[src/rtl/uart_frame_pkg.sv]
// Shared types and constants for the UART sensor framer.
// frame_len gives the total byte count of one frame, including SYNC and TERM.
package uart_frame_pkg;

  typedef enum logic [1:0] {IDLE, LOAD, SEND, WAIT} state_e;

  localparam logic [7:0] DEF_SYNC = 8'hAA;
  localparam logic [7:0] DEF_TERM = 8'h0A;
  localparam int         IDX_W    = 6;

  function automatic int frame_len(int num_ch, int ch_bytes, int csum_en);
    return 2 + num_ch * ch_bytes + csum_en;
  endfunction

endpackage

[src/rtl/uart_sensor_framer_if.sv]
// Byte handshake between the framer and the UART transmitter.
interface uart_sensor_framer_if;
  logic [7:0] tx_data;
  logic       tx_send;
  logic       tx_done;

  modport master (output tx_data, output tx_send, input tx_done);
  modport slave  (input tx_data, input tx_send, output tx_done);
endinterface

[src/rtl/frame_tick_gen.sv]
// Periodic tick: pulses in the cycle the counter wraps from PERIOD_CYC-1 to 0.
// While en is low the counter is held at 0.
module frame_tick_gen #(
  parameter int PERIOD_CYC = 100000
) (
  input  logic clk_1MHz,
  input  logic rst,
  input  logic en,
  output logic tick
);

  localparam int              CW   = $clog2(PERIOD_CYC);
  localparam logic [CW-1:0]   LAST = CW'(PERIOD_CYC - 1);

  logic [CW-1:0] cnt_q, cnt_d;

  always_comb begin
    cnt_d = cnt_q;
    tick  = 1'b0;
    if (!en) begin
      cnt_d = '0;
    end else if (cnt_q == LAST) begin
      cnt_d = '0;
      tick  = 1'b1;
    end else begin
      cnt_d = cnt_q + 1'b1;
    end
  end

  always_ff @(posedge clk_1MHz) begin
    if (rst) cnt_q <= '0;
    else     cnt_q <= cnt_d;
  end

endmodule

[src/rtl/uart_sensor_framer.sv]
// Snapshots NUM_CH sensor channels and sends them as one framed packet, one byte
// per UART send/done handshake: SYNC, payload (little-endian), optional checksum, TERM.
module uart_sensor_framer
  import uart_frame_pkg::*;
#(
  parameter int          NUM_CH     = 2,
  parameter int          CH_BYTES   = 2,
  parameter logic [7:0]  SYNC_BYTE  = DEF_SYNC,
  parameter logic [7:0]  TERM_BYTE  = DEF_TERM,
  parameter bit          CSUM_EN    = 1'b1,
  parameter int          PERIOD_CYC = 100000
) (
  input  logic                           clk_1MHz,
  input  logic                           rst,
  input  logic [NUM_CH*CH_BYTES*8-1:0]   ch_data,
  input  logic                           trigger,
  input  logic                           auto_en,
  uart_sensor_framer_if.master           uart,
  output logic                           frame_busy,
  output logic                           frame_done,
  output logic [7:0]                     drop_cnt
);

  localparam int               NB       = NUM_CH * CH_BYTES;
  localparam int               DW       = NB * 8;
  localparam logic [IDX_W-1:0] LAST_IDX = IDX_W'(frame_len(NUM_CH, CH_BYTES, int'(CSUM_EN)) - 1);
  localparam logic [IDX_W-1:0] NB_IDX   = IDX_W'(NB);

  state_e           state_q, state_d;
  logic [IDX_W-1:0] idx_q, idx_d;
  logic [DW-1:0]    snap_q, snap_d;
  logic [7:0]       csum_q, csum_d;
  logic [7:0]       tx_data_q, tx_data_d;
  logic             busy_q, busy_d;
  logic [7:0]       drop_q, drop_d;

  logic       tick, req, last_byte, is_payload;
  logic [7:0] byte_sel;

  frame_tick_gen #(.PERIOD_CYC(PERIOD_CYC)) u_tick (
    .clk_1MHz (clk_1MHz),
    .rst      (rst),
    .en       (auto_en),
    .tick     (tick)
  );

  assign req        = trigger | (auto_en & tick);
  assign last_byte  = (idx_q == LAST_IDX);
  assign is_payload = (idx_q != '0) && (idx_q <= NB_IDX);

  // Index 0 is SYNC, 1..NB the snapshot bytes, then CSUM (if enabled), then TERM.
  always_comb begin
    byte_sel = TERM_BYTE;
    if (idx_q == '0)
      byte_sel = SYNC_BYTE;
    else if (is_payload)
      byte_sel = snap_q[{idx_q - 1'b1, 3'b000} +: 8];
    else if (CSUM_EN && (idx_q == NB_IDX + 1'b1))
      byte_sel = csum_q;
  end

  always_ff @(posedge clk_1MHz) begin
    if (rst) begin
      state_q   <= IDLE;
      idx_q     <= '0;
      snap_q    <= '0;
      csum_q    <= '0;
      tx_data_q <= '0;
      busy_q    <= 1'b0;
      drop_q    <= '0;
    end else begin
      state_q   <= state_d;
      idx_q     <= idx_d;
      snap_q    <= snap_d;
      csum_q    <= csum_d;
      tx_data_q <= tx_data_d;
      busy_q    <= busy_d;
      drop_q    <= drop_d;
    end
  end

  always_comb begin
    state_d   = state_q;
    idx_d     = idx_q;
    snap_d    = snap_q;
    csum_d    = csum_q;
    tx_data_d = tx_data_q;
    busy_d    = busy_q;
    drop_d    = drop_q;
    // busy_q stays high through the frame_done cycle, so a request there is a drop.
    if (req && busy_q && (drop_q != 8'hFF))
      drop_d = drop_q + 1'b1;
    case (state_q)
      IDLE: begin
        if (req) begin
          snap_d  = ch_data;
          csum_d  = '0;
          idx_d   = '0;
          busy_d  = 1'b1;
          state_d = LOAD;
        end
      end
      LOAD: begin
        tx_data_d = byte_sel;
        state_d   = SEND;
      end
      SEND: begin
        if (is_payload) csum_d = csum_q + tx_data_q;
        state_d = WAIT;
      end
      WAIT: begin
        if (uart.tx_done) begin
          if (last_byte) begin
            busy_d  = 1'b0;
            state_d = IDLE;
          end else begin
            idx_d   = idx_q + 1'b1;
            state_d = LOAD;
          end
        end
      end
      default: state_d = IDLE;
    endcase
  end

  always_comb begin
    uart.tx_send = (state_q == SEND);
    frame_done   = (state_q == WAIT) && uart.tx_done && last_byte;
  end

  assign uart.tx_data = tx_data_q;
  assign frame_busy   = busy_q;
  assign drop_cnt     = drop_q;

endmodule

[src/flat_wrapper.sv]
// flat-port wrapper written by rule: the top's interface ports become plain ports
module uart_sensor_framer_flat import uart_frame_pkg::*;
#(
  parameter int          NUM_CH     = 2,
  parameter int          CH_BYTES   = 2,
  parameter logic [7:0]  SYNC_BYTE  = DEF_SYNC,
  parameter logic [7:0]  TERM_BYTE  = DEF_TERM,
  parameter bit          CSUM_EN    = 1'b1,
  parameter int          PERIOD_CYC = 100000
)
  (clk_1MHz, rst, ch_data, trigger, auto_en, frame_busy, frame_done, drop_cnt, uart_tx_data, uart_tx_send, uart_tx_done);
  uart_sensor_framer_if uart_i ();
  input  logic clk_1MHz;
  input  logic rst;
  input  logic [NUM_CH*CH_BYTES*8-1:0] ch_data;
  input  logic trigger;
  input  logic auto_en;
  output logic frame_busy;
  output logic frame_done;
  output logic [7:0] drop_cnt;
  output wire logic [$bits(uart_i.tx_data)-1:0] uart_tx_data;
  output wire logic [$bits(uart_i.tx_send)-1:0] uart_tx_send;
  input wire logic [$bits(uart_i.tx_done)-1:0] uart_tx_done;
  assign uart_tx_data = uart_i.tx_data;
  assign uart_tx_send = uart_i.tx_send;
  assign uart_i.tx_done = uart_tx_done;
  uart_sensor_framer #(.NUM_CH(NUM_CH), .CH_BYTES(CH_BYTES), .SYNC_BYTE(SYNC_BYTE), .TERM_BYTE(TERM_BYTE), .CSUM_EN(CSUM_EN), .PERIOD_CYC(PERIOD_CYC)) u_core (.clk_1MHz(clk_1MHz), .rst(rst), .ch_data(ch_data), .trigger(trigger), .auto_en(auto_en), .uart(uart_i), .frame_busy(frame_busy), .frame_done(frame_done), .drop_cnt(drop_cnt));
endmodule
[config.mk]
export PLATFORM = sky130hd
export DESIGN_NAME = uart_sensor_framer_flat
export DESIGN_NICKNAME = d
export VERILOG_FILES = /design/src/rtl/uart_frame_pkg.sv /design/src/rtl/uart_sensor_framer_if.sv /design/src/rtl/frame_tick_gen.sv /design/src/rtl/uart_sensor_framer.sv /design/src/flat_wrapper.sv
export SDC_FILE = /design/constraint.sdc
export NUM_CORES = 1
export LEC_CHECK = 0
export CAP_MARGIN = 30
export CORE_UTILIZATION = 45
export DETAILED_ROUTE_END_ITERATION = 8
export DONT_BUFFER_PORTS = 1
export GPL_TIMING_DRIVEN = 0
export MAX_ROUTING_LAYER = met4
export PLACE_DENSITY_LB_ADDON = 0.2
export SYNTH_ARGS = -nofsm -noshare
export SYNTH_HDL_FRONTEND = slang
export SYNTH_HIERARCHICAL = 1
export SYNTH_SLANG_ARGS = --single-unit
export TNS_END_PERCENT = 10
[constraint.sdc]
create_clock -name clk_1MHz -period 4.7 [get_ports clk_1MHz]
set_input_delay 0.94 -clock clk_1MHz [delete_from_list [all_inputs] [get_ports clk_1MHz]]
set_output_delay 0.94 -clock clk_1MHz [all_outputs]
set_load 0.05 [all_outputs]
==> qor.txt <==
end of the worst hold path: u_core/snap_q[3]
Max Clk Rate: 308 MHz
Tot GR Track Use: 0.212
number of nets in the synthesized netlist: 540
maximum number of pins on one net before global-route repair: 17
status: finished, final reports clean
number of iterations in the first detailed-routing pass: 4
critical path type: flop to output pin
endpoint of the most critical register-to-register path: u_core/csum_q[7]
yosys synthesis warning count: 6
Post-Route WL: 9.28 mm
post-synthesis average cell area: 8.53 sq um
routed via count divided by cell count: 5.46
startpoint type of the worst setup path: flop
vertical die dimension: 97.7 um
Netlist Area Pre-Place: 0.00412 sq mm
pins over their slew limit: 0
Floorplan Core Area: 0.00881 sq mm
Max clock buf depth: 2
count of inserted antenna diode cells: 0
synthesized instance count: 483
violation count after the first detailed-routing iteration: 112
Cell Pwr Density: 452 mW/mm^2
number of design rule violations left after detail routing: 0
setup repair after global routing missed its margin: false
type of element capturing the critical path: output pin
register-to-register setup slack: 1820 ps
number of buffers added on ports: 0
Crit Path Max Fanout: 10
worst hold path class: flop to flop
clock period minus worst slack: 3250 ps
startpoint of the most critical setup path: u_core/idx_q[0]
Post-Place Worst Slack: 1790 ps
Maximum Capacitance Violations: 0
Hold Violations, Final: 0
startpoint of the most critical hold path: u_core/snap_q[3]
clock tree from TritonCTS: done
Die ar.: 0.00954 sq mm
Top Ports: 56
least setup slack across all paths after layout: 1450 ps
CTS Buf Count: 9
post-route total power: 2.02 mW
fraction of post-synthesis cell area in the top cell type by area: 0.399
final weighted congestion of routability-driven global placement: 0.791
first-pass GRT wire length: 15.6 mm
Netlist cell types: 50
FF-to-FF Start: u_core/u_tick/cnt_q[0]
part of the Yosys area used for sequential elements: 0.399
clock slew at reported path FFs: 100 ps
total number of placement rows: 34
number of cells upsized or downsized after cts: 0
final clock skew: 11.1 ps
overflow left after global routing: 0
critical path arrival: 2310 ps
Post-Route Setup TNS: 0 ps
Static Leak: 1.62 nW
vias: 3315
number of post-CTS setup repair buffers: 0
Worst Hold Depth: 2
average detailed-routed wire length per instance: 15.3 um
vias in the first global route: 3259
final worst-path cycle share: 0.692
Net count, final: 551
Post-synth EDFFs: 0
Required @ worst endpoint: 3760 ps
final setup fails: 0
CTS root buffer: sky130_fd_sc_hd__clkbuf_8
max-slew headroom at the worst pin: 0.409
synth top area cells: sky130_fd_sc_hd__dfxtp_1, sky130_fd_sc_hd__nand2_1, sky130_fd_sc_hd__a21oi_1, sky130_fd_sc_hd__ha_1, sky130_fd_sc_hd__nor2_1
CTS H-Tree Depth: 3
CTS Hold Bufs: 0
predominant post-synthesis flop cell: sky130_fd_sc_hd__dfxtp_1
fraction of registers with async set or reset after synthesis: 0
fraction of layout cells with a size suffix above 1: 0.0922
Synth area leader: sky130_fd_sc_hd__dfxtp_1
antenna violations before repair: 0
Clock Latency Late Sink: 350 ps
Sink Count: 82
initial cell density of the core: 0.468
worst-case reg-to-reg path depth: 9
total half-perimeter wirelength after legalization and detailed placement: 6.88 mm
commonest non-fill, non-tap cell in the layout: sky130_fd_sc_hd__nand2_1
remaining number of nets flagged by the antenna check after routing: 0
worst slew pin tran: 883 ps
final standard cell utilization of the core: 0.507
area growth from synthesis to layout: 8.33%
maximum vdd drop: 0.314 mV
most used cells in the layout excluding fill and tap cells: sky130_fd_sc_hd__nand2_1, sky130_fd_sc_hd__dfxtp_1, sky130_fd_sc_hd__a21oi_1
flop and latch count out of synthesis: 82
die width: 97.7 um
-- worst max-delay path by stage --
stage,end,slack [ps]
finish,frame_done,1450
global route,frame_done,1280
CTS,frame_done,1410
detailed placement,frame_done,1790
global placement,frame_done,1800
floorplan,frame_done,2050
-- layout make-up --
type | count | area (sq um)
fill | 864 | 4350
sequential | 82 | 1640
clock inverter | 7 | 83.8
multi-input combinational | 359 | 2280
clock buffer | 9 | 124
buffer | 24 | 128
inverter | 18 | 67.6
tap | 108 | 135
-- synth_stat cells (2+ instances only) --
cell type and instances:
sky130_fd_sc_hd__nand4_1 12, sky130_fd_sc_hd__nor4_1 7, sky130_fd_sc_hd__xor2_1 14, sky130_fd_sc_hd__a22o_1 4
sky130_fd_sc_hd__buf_1 3, sky130_fd_sc_hd__nor2b_1 2, sky130_fd_sc_hd__o41ai_2 3, sky130_fd_sc_hd__or3_1 2
sky130_fd_sc_hd__a21oi_1 53, sky130_fd_sc_hd__nor2_1 51, sky130_fd_sc_hd__a211oi_2 2, sky130_fd_sc_hd__a221oi_1 4
sky130_fd_sc_hd__nand3_1 17, sky130_fd_sc_hd__and2_1 7, sky130_fd_sc_hd__o21ai_0 12, sky130_fd_sc_hd__a211oi_1 3
sky130_fd_sc_hd__clkbuf_1 12, sky130_fd_sc_hd__ha_1 19, sky130_fd_sc_hd__dfxtp_1 82, sky130_fd_sc_hd__buf_2 5
sky130_fd_sc_hd__nor3_1 10, sky130_fd_sc_hd__and3_1 4, sky130_fd_sc_hd__buf_4 2, sky130_fd_sc_hd__mux4_2 8
sky130_fd_sc_hd__nand2_1 83, sky130_fd_sc_hd__inv_1 18, sky130_fd_sc_hd__nand2b_1 6, sky130_fd_sc_hd__xnor2_1 16
-- kinds of logic after synthesis --
kind of cell,synth area share
simple gates,0.242
flops,0.399
compound gates,0.139
buf+inv,0.0474
fa+ha+maj,0.0626
xor+xnor,0.0638
mux,0.0462
-- sequential cells by signal, indices dropped and copies added, names as in the netlist --
| register | cells |
|---|---|
| u_core/snap_q | 32 |
| u_core/csum_q | 8 |
| u_core/uart.tx_data | 8 |
| u_core/drop_cnt | 8 |
| u_core/frame_busy | 1 |
| u_core/state_q | 2 |
| u_core/u_tick/cnt_q | 17 |
| u_core/idx_q | 6 |
-- metal layers --
| metal | routed length (um) | global-route usage | up-vias |
|---|---|---|---|
| li1 | - | - | 1686 |
| met1 | 4450 | 0.273 | 1553 |
| met2 | 4350 | 0.334 | 65 |
| met3 | 359 | 0.0345 | 11 |
| met4 | 119 | 0.0793 | 0 |
| met5 | 0 | - | - |
-- power by group --
part / leakage [nW] / internal [mW] / switching (mW)
registers: 0.667 / 0.779 / 0.133
clock network: 0.108 / 0.257 / 0.281
logic: 0.848 / 0.198 / 0.369
-- stage by stage --
stage               instances  cell area (sq um)  hold slack (ps)
floorplan                 483               4120              433
global placement          591               4250              439
detailed placement        591               4250              444
CTS                       607               4460              458
global route              607               4460              476
finish                    607               4460              458
-- critical path, stage by stage (launching register included) --
cell                      delay [ps]
sky130_fd_sc_hd__dfxtp_1         370
sky130_fd_sc_hd__buf_2           240
sky130_fd_sc_hd__inv_1           170
sky130_fd_sc_hd__ha_1            190
sky130_fd_sc_hd__nand3_1         230
sky130_fd_sc_hd__nor2_1          760
(Power assumes the default switching activity.)
